--- src/rtl/mem_stage_lsu_if.sv ---
// rtl/mem_stage_lsu_if.sv - data-memory request/grant/response bus of the LSU
//
// Purpose: bundles the LSU-to-data-memory signals so the stage and the memory
//          model connect through one port.
// Signals (named from the LSU side):
//   mem_req_o    request, held until granted
//   mem_we_o     1 = write
//   mem_addr_o   address aligned down to XLEN/8 bytes
//   mem_be_o     byte enables, one per lane
//   mem_wdata_o  store data already shifted into its byte lanes
//   mem_gnt_i    request accepted
//   mem_rvalid_i read data valid
//   mem_rdata_i  full aligned read word
// Modports: master = LSU side, slave = memory side.

interface mem_stage_lsu_if #(
  parameter int XLEN   = 32,
  parameter int ADDR_W = 32
);
  logic                mem_req_o;
  logic                mem_we_o;
  logic [ADDR_W-1:0]   mem_addr_o;
  logic [XLEN/8-1:0]   mem_be_o;
  logic [XLEN-1:0]     mem_wdata_o;
  logic                mem_gnt_i;
  logic                mem_rvalid_i;
  logic [XLEN-1:0]     mem_rdata_i;

  modport master (
    output mem_req_o, mem_we_o, mem_addr_o, mem_be_o, mem_wdata_o,
    input  mem_gnt_i, mem_rvalid_i, mem_rdata_i
  );

  modport slave (
    input  mem_req_o, mem_we_o, mem_addr_o, mem_be_o, mem_wdata_o,
    output mem_gnt_i, mem_rvalid_i, mem_rdata_i
  );
endinterface

--- src/rtl/mem_stage_lsu.sv ---
// rtl/mem_stage_lsu.sv - memory-stage load/store unit between execute and writeback
//
// Purpose: accepts one operation at a time from execute, performs byte/half/word
//          (and double when XLEN=64) accesses on the data-memory bus, extracts and
//          extends load data, and flags misaligned or illegal-size accesses without
//          touching memory.
// Ports:
//   clk, rst_n                      clock, asynchronous active-low reset
//   valid_i / ready_o               execute handshake (ready_o high only in IDLE)
//   op_i, size_i, unsigned_i        operation, access size, zero-extend select
//   addr_i, wdata_i, rd_i           byte address, store/pass-through data, dest tag
//   mem (master)                    data-memory request/grant/response bus
//   valid_o / ready_i               writeback handshake
//   result_o, rd_o, misalign_o      load data or pass-through value, tag, exception

module mem_stage_lsu #(
  parameter int XLEN   = 32,
  parameter int ADDR_W = 32
) (
  input  logic                clk,
  input  logic                rst_n,
  input  logic                valid_i,
  output logic                ready_o,
  input  logic [1:0]          op_i,
  input  logic [1:0]          size_i,
  input  logic                unsigned_i,
  input  logic [ADDR_W-1:0]   addr_i,
  input  logic [XLEN-1:0]     wdata_i,
  input  logic [4:0]          rd_i,
  mem_stage_lsu_if.master     mem,
  output logic                valid_o,
  input  logic                ready_i,
  output logic [XLEN-1:0]     result_o,
  output logic [4:0]          rd_o,
  output logic                misalign_o
);

  localparam int NB = XLEN / 8;
  localparam int LW = $clog2(NB);

  localparam logic [1:0] OP_LOAD  = 2'd1;
  localparam logic [1:0] OP_STORE = 2'd2;

  typedef enum logic [1:0] {S_IDLE, S_REQ, S_WAIT, S_DONE} state_t;

  state_t          state;
  logic            is_load_q;
  logic [1:0]      size_q;
  logic            unsigned_q;
  logic [LW-1:0]   lane_q;

  // 2^sz low lanes set; sizes wider than the bus saturate to all lanes.
  function automatic logic [NB-1:0] be_base_f(input logic [1:0] sz);
    logic [NB-1:0] b;
    b = '0;
    for (int i = 0; i < NB; i++) begin
      if (i < (1 << sz)) b[i] = 1'b1;
    end
    return b;
  endfunction

  function automatic logic [XLEN-1:0] byte_mask_f(input logic [NB-1:0] b);
    logic [XLEN-1:0] m;
    m = '0;
    for (int i = 0; i < NB; i++) begin
      m[8*i +: 8] = {8{b[i]}};
    end
    return m;
  endfunction

  // Acceptance-side decode
  logic [LW-1:0]   lane_i;
  logic [2:0]      align_mask;
  logic            acc_illegal;
  logic [NB-1:0]   be_i;
  logic [XLEN-1:0] wdata_lane;

  assign lane_i = addr_i[LW-1:0];

  always_comb begin
    align_mask = 3'b000;
    case (size_i)
      2'd0: align_mask = 3'b000;
      2'd1: align_mask = 3'b001;
      2'd2: align_mask = 3'b011;
      default: align_mask = 3'b111;
    endcase
  end

  assign acc_illegal = ((size_i == 2'd3) && (XLEN == 32)) || (|(addr_i[2:0] & align_mask));
  assign be_i        = be_base_f(size_i) << lane_i;
  assign wdata_lane  = (wdata_i & byte_mask_f(be_base_f(size_i))) << {lane_i, 3'b000};

  // Load extraction from the latched lane/size
  logic [XLEN-1:0] rd_shifted;
  logic [XLEN-1:0] ld_mask;
  logic            sign_bit;
  logic [XLEN-1:0] ld_ext;

  assign rd_shifted = mem.mem_rdata_i >> {lane_q, 3'b000};
  assign ld_mask    = byte_mask_f(be_base_f(size_q));

  always_comb begin
    sign_bit = 1'b0;
    case (size_q)
      2'd0: sign_bit = rd_shifted[7];
      2'd1: sign_bit = rd_shifted[15];
      2'd2: sign_bit = rd_shifted[31];
      default: sign_bit = rd_shifted[XLEN-1];
    endcase
  end

  // A full-width access has an all-ones mask, so the fill term vanishes on its own.
  assign ld_ext = (rd_shifted & ld_mask) | (~ld_mask & {XLEN{sign_bit & ~unsigned_q}});

  always_ff @(posedge clk or negedge rst_n) begin
    if (!rst_n) begin
      state           <= S_IDLE;
      ready_o         <= 1'b1;
      valid_o         <= 1'b0;
      misalign_o      <= 1'b0;
      result_o        <= '0;
      rd_o            <= '0;
      mem.mem_req_o   <= 1'b0;
      mem.mem_we_o    <= 1'b0;
      mem.mem_addr_o  <= '0;
      mem.mem_be_o    <= '0;
      mem.mem_wdata_o <= '0;
      is_load_q       <= 1'b0;
      size_q          <= '0;
      unsigned_q      <= 1'b0;
      lane_q          <= '0;
    end else begin
      case (state)
        S_IDLE: begin
          if (valid_i) begin
            ready_o    <= 1'b0;
            rd_o       <= rd_i;
            misalign_o <= 1'b0;
            is_load_q  <= (op_i == OP_LOAD);
            size_q     <= size_i;
            unsigned_q <= unsigned_i;
            lane_q     <= lane_i;
            if ((op_i == OP_LOAD) || (op_i == OP_STORE)) begin
              if (acc_illegal) begin
                misalign_o <= 1'b1;
                result_o   <= '0;
                valid_o    <= 1'b1;
                state      <= S_DONE;
              end else begin
                result_o        <= '0;
                mem.mem_req_o   <= 1'b1;
                mem.mem_we_o    <= (op_i == OP_STORE);
                mem.mem_addr_o  <= {addr_i[ADDR_W-1:LW], {LW{1'b0}}};
                mem.mem_be_o    <= be_i;
                mem.mem_wdata_o <= wdata_lane;
                state           <= S_REQ;
              end
            end else begin
              result_o <= wdata_i;
              valid_o  <= 1'b1;
              state    <= S_DONE;
            end
          end
        end
        S_REQ: begin
          if (mem.mem_gnt_i) begin
            mem.mem_req_o <= 1'b0;
            mem.mem_we_o  <= 1'b0;
            if (is_load_q) begin
              state <= S_WAIT;
            end else begin
              valid_o <= 1'b1;
              state   <= S_DONE;
            end
          end
        end
        S_WAIT: begin
          if (mem.mem_rvalid_i) begin
            result_o <= ld_ext;
            valid_o  <= 1'b1;
            state    <= S_DONE;
          end
        end
        default: begin
          if (ready_i) begin
            valid_o <= 1'b0;
            ready_o <= 1'b1;
            state   <= S_IDLE;
          end
        end
      endcase
    end
  end

endmodule

--- src/flat_wrapper.sv ---
// flat-port wrapper written by rule: the top's interface ports become plain ports
module mem_stage_lsu_flat 
#(
  parameter int XLEN   = 32,
  parameter int ADDR_W = 32
)
  (clk, rst_n, valid_i, ready_o, op_i, size_i, unsigned_i, addr_i, wdata_i, rd_i, valid_o, ready_i, result_o, rd_o, misalign_o, mem_mem_req_o, mem_mem_we_o, mem_mem_addr_o, mem_mem_be_o, mem_mem_wdata_o, mem_mem_gnt_i, mem_mem_rvalid_i, mem_mem_rdata_i);
  mem_stage_lsu_if #(.XLEN(XLEN), .ADDR_W(ADDR_W)) mem_i ();
  input  logic clk;
  input  logic rst_n;
  input  logic valid_i;
  output logic ready_o;
  input  logic [1:0] op_i;
  input  logic [1:0] size_i;
  input  logic unsigned_i;
  input  logic [ADDR_W-1:0] addr_i;
  input  logic [XLEN-1:0] wdata_i;
  input  logic [4:0] rd_i;
  output logic valid_o;
  input  logic ready_i;
  output logic [XLEN-1:0] result_o;
  output logic [4:0] rd_o;
  output logic misalign_o;
  output wire logic [$bits(mem_i.mem_req_o)-1:0] mem_mem_req_o;
  output wire logic [$bits(mem_i.mem_we_o)-1:0] mem_mem_we_o;
  output wire logic [$bits(mem_i.mem_addr_o)-1:0] mem_mem_addr_o;
  output wire logic [$bits(mem_i.mem_be_o)-1:0] mem_mem_be_o;
  output wire logic [$bits(mem_i.mem_wdata_o)-1:0] mem_mem_wdata_o;
  input wire logic [$bits(mem_i.mem_gnt_i)-1:0] mem_mem_gnt_i;
  input wire logic [$bits(mem_i.mem_rvalid_i)-1:0] mem_mem_rvalid_i;
  input wire logic [$bits(mem_i.mem_rdata_i)-1:0] mem_mem_rdata_i;
  assign mem_mem_req_o = mem_i.mem_req_o;
  assign mem_mem_we_o = mem_i.mem_we_o;
  assign mem_mem_addr_o = mem_i.mem_addr_o;
  assign mem_mem_be_o = mem_i.mem_be_o;
  assign mem_mem_wdata_o = mem_i.mem_wdata_o;
  assign mem_i.mem_gnt_i = mem_mem_gnt_i;
  assign mem_i.mem_rvalid_i = mem_mem_rvalid_i;
  assign mem_i.mem_rdata_i = mem_mem_rdata_i;
  mem_stage_lsu #(.XLEN(XLEN), .ADDR_W(ADDR_W)) u_core (.clk(clk), .rst_n(rst_n), .valid_i(valid_i), .ready_o(ready_o), .op_i(op_i), .size_i(size_i), .unsigned_i(unsigned_i), .addr_i(addr_i), .wdata_i(wdata_i), .rd_i(rd_i), .mem(mem_i), .valid_o(valid_o), .ready_i(ready_i), .result_o(result_o), .rd_o(rd_o), .misalign_o(misalign_o));
endmodule
--- config.mk ---
export PLATFORM = sky130hd
export DESIGN_NAME = mem_stage_lsu_flat
export DESIGN_NICKNAME = d
export VERILOG_FILES = /design/src/rtl/mem_stage_lsu_if.sv /design/src/rtl/mem_stage_lsu.sv /design/src/flat_wrapper.sv
export SDC_FILE = /design/constraint.sdc
export NUM_CORES = 1
export LEC_CHECK = 0
export ABC_CLOCK_PERIOD_IN_PS = 2900
export BUFFER_PORTS_ARGS = -buffer_cell sky130_fd_sc_hd__buf_4
export CAP_MARGIN = 20
export CORE_MARGIN = 2
export CORE_UTILIZATION = 35
export DETAILED_ROUTE_END_ITERATION = 8
export GPL_TIMING_DRIVEN = 1
export PLACE_DENSITY = 0.67
export SLEW_MARGIN = 20
export SYNTH_ARGS = -nofsm -noshare
export SYNTH_HDL_FRONTEND = slang
export SYNTH_SLANG_ARGS = --single-unit
--- constraint.sdc ---
create_clock -name clk -period 2.9 [get_ports clk]
set_input_delay 0.29 -clock clk [delete_from_list [all_inputs] [get_ports clk]]
set_output_delay 0.29 -clock clk [all_outputs]
set_load 0.02 [all_outputs]
Word-level counts from Yosys, hierarchy flattened
Index checks and enable logic that the tools add are counted.
{ "totals": {"wordCells": 115, "reg_bits": 116, "out_inout_bits": 110} }
{ "op_classes": {"eq_ne": 15, "mux": 44, "bitwise_logic": 10, "shifts": 5, "n_reduce_logical": 18, "n_lt_le_gt_ge": 8} }
{ "op_table": {"columns": ["operator", "count"], "rows": [
  ["3-bit by 32-bit less-than comparator with 1-bit output, first input constant", 4],
  ["32-bit AND", 3],
  ["32-bit two-way mux", 3],
  ["1-bit by 32-bit less-than comparator with 1-bit output, first input constant", 2],
  ["2-bit by 32-bit less-than comparator with 1-bit output, first input constant", 2],
  ["32-bit case mux with 2 select lines", 1],
  ["1-bit by 2-bit << shifter with 32-bit output, first input constant", 2],
  ["32-bit NOT", 1],
  ["32-bit bitwise OR", 1],
  ["32-bit by 5-bit << shifter with 32-bit output", 1],
  ["32-bit by 5-bit right shift with 32-bit output", 1],
  ["1-bit two-way mux", 27],
  ["2-bit two-way mux", 6],
  ["2-bit inequality test, second input constant", 5],
  ["3-bit case mux with 3 select lines", 1],
  ["2-bit by 1-bit == test with 1-bit output, second input constant", 4],
  ["2-bit == test, second input constant", 4],
  ["1-bit case mux with 2 select lines", 4],
  ["4-bit AND reduction", 2],
  ["2-bit zero test", 3],
  ["2-bit case mux with 3 select lines", 1],
  ["3-bit AND reduction", 2],
  ["6-bit AND reduction", 1],
  ["2-bit nonzero test", 3],
  ["13 further kinds", 16]
]} }

Logic depth before layout (Yosys ltp)
{ "logic_depth": {"ltp_word": 9, "mapped_depth": 9, "mapped_depth_nobuf": 6} }

Worst setup path after synthesis
Ideal clock, no wire load.
{ "synth_path": {"path_kind": "register to register", "start": "register u_core.state[0]", "end": "register u_core.result_o[16]", "slack_ns": 0.873, "arrival_time_ns": 1.884, "path_stages_with_launch": 10, "n_path_buf": 3, "synth_period_minus_slack_ns": 2.027, "setup_ns": 0.142, "path_cell_list": "dfrtp_1 inv_1 ha_1 buf_6 and2b_4 or3_1 buf_6 a41oi_4 buf_12 a221oi_2"} }
{ "synth_between": {"elab_chain_cells": 3} }
{ "synth_rtl": {"columns": ["item", "line", "rtl"], "rows": [
  ["start, declared", "mem_stage_lsu.sv:46", "state_t state;"],
  ["start signal, assigned", "mem_stage_lsu.sv:118", "state <= S_IDLE;"],
  ["start signal, assigned", "mem_stage_lsu.sv:149", "state <= S_DONE;"],
  ["start signal, assigned", "mem_stage_lsu.sv:157", "state <= S_REQ;"],
  ["2-bit == test or 2-bit zero test (tied branches)", "mem_stage_lsu.sv:134", "case (state)"],
  ["2-bit inequality test (no line) or 2-bit nonzero test (tied branches)", null, null],
  ["3-bit AND reduction (no line)", null, null],
  ["end signal, assigned", "mem_stage_lsu.sv:160", "result_o <= wdata_i;"],
  ["end signal, assigned", "mem_stage_lsu.sv:180", "result_o <= ld_ext;"],
  ["end, declared", "mem_stage_lsu.sv:33", "output logic [XLEN-1:0] result_o,"]
]} }
Several ways; a longest one is shown, not always the timed one.
A chain may end at the register's enable or synchronous reset.

Final worst setup path
{ "layout_path": {"start": "register u_core.state[0]", "end": "register u_core.result_o[20]"} }
Same word-level chain as after synthesis.

==> metrics <==
first-pass GRT wire length=31.6 mm; Seq/Total Area, Yosys=45.8%; Antenna Nets Post-Route=0; CTS resizes=0; crit path time final=2.54 ns; CP delay by family, top=compound AO/OA/AOI/OAI gates; FF-to-FF path depth=6; Area contributors post-synth=dfrtp_1, mux2_2, mux2i_1; RSZ-0062 raised after global routing=no; R2R Path Start=u_core.state[0]; clock sinks=116; hold_ws=0.101 ns; Yosys top cell by area=dfrtp_1; crit path kind=flip-flop to flip-flop; final setup margin=0.362 ns; synth warn=0; Starting Density=35.5%; area share of and/or/nand/nor cells after synthesis=11.5%; hold path endpoint=u_core.mem.mem_addr_o[14]; fill cell count=1712; f_max=394 MHz; Largest stage delay, worst path=0.61 ns; worst vdd ir=720 uV; H-tree depth=4; PD cells=1180 mW/mm2; clk root buf=clkbuf_16; Worst R2R Setup Slack=0.36 ns; global routing usage on met1=28.4%; multi-input combinational cell area=0.00315 mm2; drt drc=0; worst hold-check path type=primary input to flip-flop; Max Cap Viol=0; Synth Register Bits=116; post-route clock period utilization=87.5%; Seq. cell area=0.00290 mm2; most common cell after layout, fill and taps aside=buf_4; area share of xor/xnor cells in the synthesized design=0%; Cell Rows=49; DR vias/cell=5.27; Slew HR=52.2%; CP startpoint kind=flip-flop; CP Capture Type=flip-flop; setup TNS=0 ns; CP Cell Sequence=inv_1 -> ha_1 -> nor2_1 -> or3_1 -> a41oi_4 -> a221oi_1; Post-Layout Cell Count=1072; Cells after DPL=1039; outcome=finished, final reports clean; crit path from=u_core.state[0]; Cell variety after synth=48; DR iter-0 viols=399; clock latency on the worst-skew pair=0.41 ns; post-CTS setup buffers=0; clk buf depth=2; Num CTS Buffers=17; PortBufs=219; hold depth=2; final core utilization=49.1%; Remaining Overflow, GRT=0; drt first pass iters=5; largest net degree at the start of global routing=97; initial antenna violation count=0; critical path's slowest cell=a41oi_4; critical path required time=3.16 ns; Place WS=0.365 ns; Final GP Congestion=0.872; die width=139 um; post-synthesis adder-cell area fraction=1.38%; met3 usage=4.45%; core area=0.0178 mm2; Avg Cell Area, Syn=9.99 um2; hold_buf cts=1; Worst-path clk slew=0.06 ns; worst reg2reg endpoint=u_core.result_o[20]; IO Pins=222; final setup fails=0; clk_skew=0.00944 ns; Syn-to-layout area delta=38.3%; synthesized instance count=635; Most Crowded Layer GR=met2; Bufs and invs on worst path=1; most frequent cells in the layout=buf_4, dfrtp_1, nand2_1; Synth Area in Compound Gates=19.9%; Max Slew Vio Count=0; CTS tree=done; worst-path maximum fanout=16; Leak Pwr=4.11 nW; mapped cell area=0.00634 mm2; GRT Util Overall=21.1%; detailed placer's ending HPWL=15.1 mm; largest family of logic cells by synthesized area=compound AO/OA/AOI/OAI gates; area share of the largest cell type after synthesis=45.4%; fraction of layout cells with a size suffix above 1=40.6%; Fin. Hold Viols=0; DIE HEIGHT=139 um; Die ar.=0.0192 mm2; hold path start=addr_i[14]; mux contribution to synthesized area=16.5%; net count reported at finish=949; met2 usage=33.6%; Vias=5646; vias in the first global route=5514; Antenna diodes=0; total wire length=20.4 mm; critical path arrival=2.79 ns; Avg WL per Cell=19.0 um; Worst-Margin Slew=0.715 ns
-- layer usage --
metal	vias to the layer above	share of wire [%]	wire [um]
met1	2723	43	8820
li1	2673	-	-
met3	37	6.3	1280
met4	0	2.5	515
met2	213	48	9740
met5	-	0	0
-- Yosys cell counts (all sizes together) --
| cell type | count |
|---|---|
| a211oi | 18 |
| a21o | 1 |
| a21oi | 43 |
| a221oi | 8 |
| a22o | 1 |
| a22oi | 24 |
| a2bb2oi | 7 |
| a41oi | 1 |
| and2 | 1 |
| and2b | 1 |
| buf | 25 |
| clkbuf | 30 |
| conb | 1 |
| dfrtp | 115 |
| dfstp | 1 |
| ha | 7 |
| inv | 10 |
| mux2 | 59 |
| mux2i | 38 |
| nand2 | 73 |
| nand2b | 11 |
| nand3b | 11 |
| nor2 | 50 |
| nor2b | 4 |
| nor3 | 4 |
| nor4 | 1 |
| o2111ai | 1 |
| o211a | 1 |
| o211ai | 9 |
| o21a | 1 |
| o21ai | 62 |
| o21bai | 1 |
| o22ai | 9 |
| o31ai | 2 |
| o41ai | 1 |
| or2 | 1 |
| or3 | 1 |
| or4 | 1 |
-- cell type report --
class / count / share of cell area [%]
multi-input combinational: 455 / 36.0
sequential: 116 / 33.1
timing repair buffer: 230 / 20.0
tap: 229 / 3.27
clock buffer: 20 / 5.21
clock inverter: 12 / 2.01
inverter: 10 / 0.428
-- worst reg2reg max path, stage by stage, from the launching register on --
cell	delay (ns)
dfrtp_1	0.44
inv_1	0.11
ha_1	0.39
nor2_1	0.17
or3_1	0.48
a41oi_4	0.61
a221oi_1	0.18
-- how the worst max path moves through the flow --
stage / end / slack, ns / depth (start not counted)
2_1_floorplan: u_core.result_o[16] / 0.87 / 9
3_3_place_gp: u_core.result_o[19] / 0.47 / 6
3_5_place_dp: u_core.result_o[20] / 0.37 / 6
4_1_cts: u_core.result_o[20] / 0.36 / 6
5_1_grt: u_core.result_o[18] / 0.20 / 6
6_report: u_core.result_o[20] / 0.36 / 6
-- power breakdown --
| group | switching (mW) | leakage (nW) | internal [mW] | total, mW |
|---|---|---|---|---|
| Combinational | 2.93 | 2.36 | 2.23 | 5.16 |
| Sequential | 0.487 | 1.44 | 2.40 | 2.89 |
| Clock | 0.780 | 0.307 | 1.48 | 2.26 |
-- kinds of logic (layout without fill, tap and decap cells) --
| family | count (synthesis) | count (layout) |
|---|---|---|
| AO/OA/AOI/OAI | 190 | 190 |
| AND/OR/NAND/NOR | 159 | 159 |
| flip-flops | 116 | 116 |
| multiplexers | 97 | 97 |
| buffers and inverters | 65 | 272 |
| adder cells (fa/ha/maj) | 7 | 7 |
| other | 1 | 2 |
-- per-stage QoR --
step	instance area, um2	power (mW)
floorplan	6340	6.19
global placement	8130	7.99
detailed placement	8130	8.08
CTS	8770	10.4
global route	8770	10.9
finish	8770	10.3
-- state kept, by name, indices dropped and copies added, names as in the netlist --
register	flops
u_core.valid_o	1
u_core.unsigned_q	1
u_core.is_load_q	1
u_core.state	2
u_core.mem.mem_be_o	4
u_core.lane_q	2
u_core.ready_o	1
u_core.mem.mem_wdata_o	32
u_core.mem.mem_we_o	1
u_core.mem.mem_req_o	1
u_core.mem.mem_addr_o	30
u_core.misalign_o	1
u_core.rd_o	5
u_core.result_o	32
u_core.size_q	2
No activity file was read; power rests on OpenSTA's default activity.
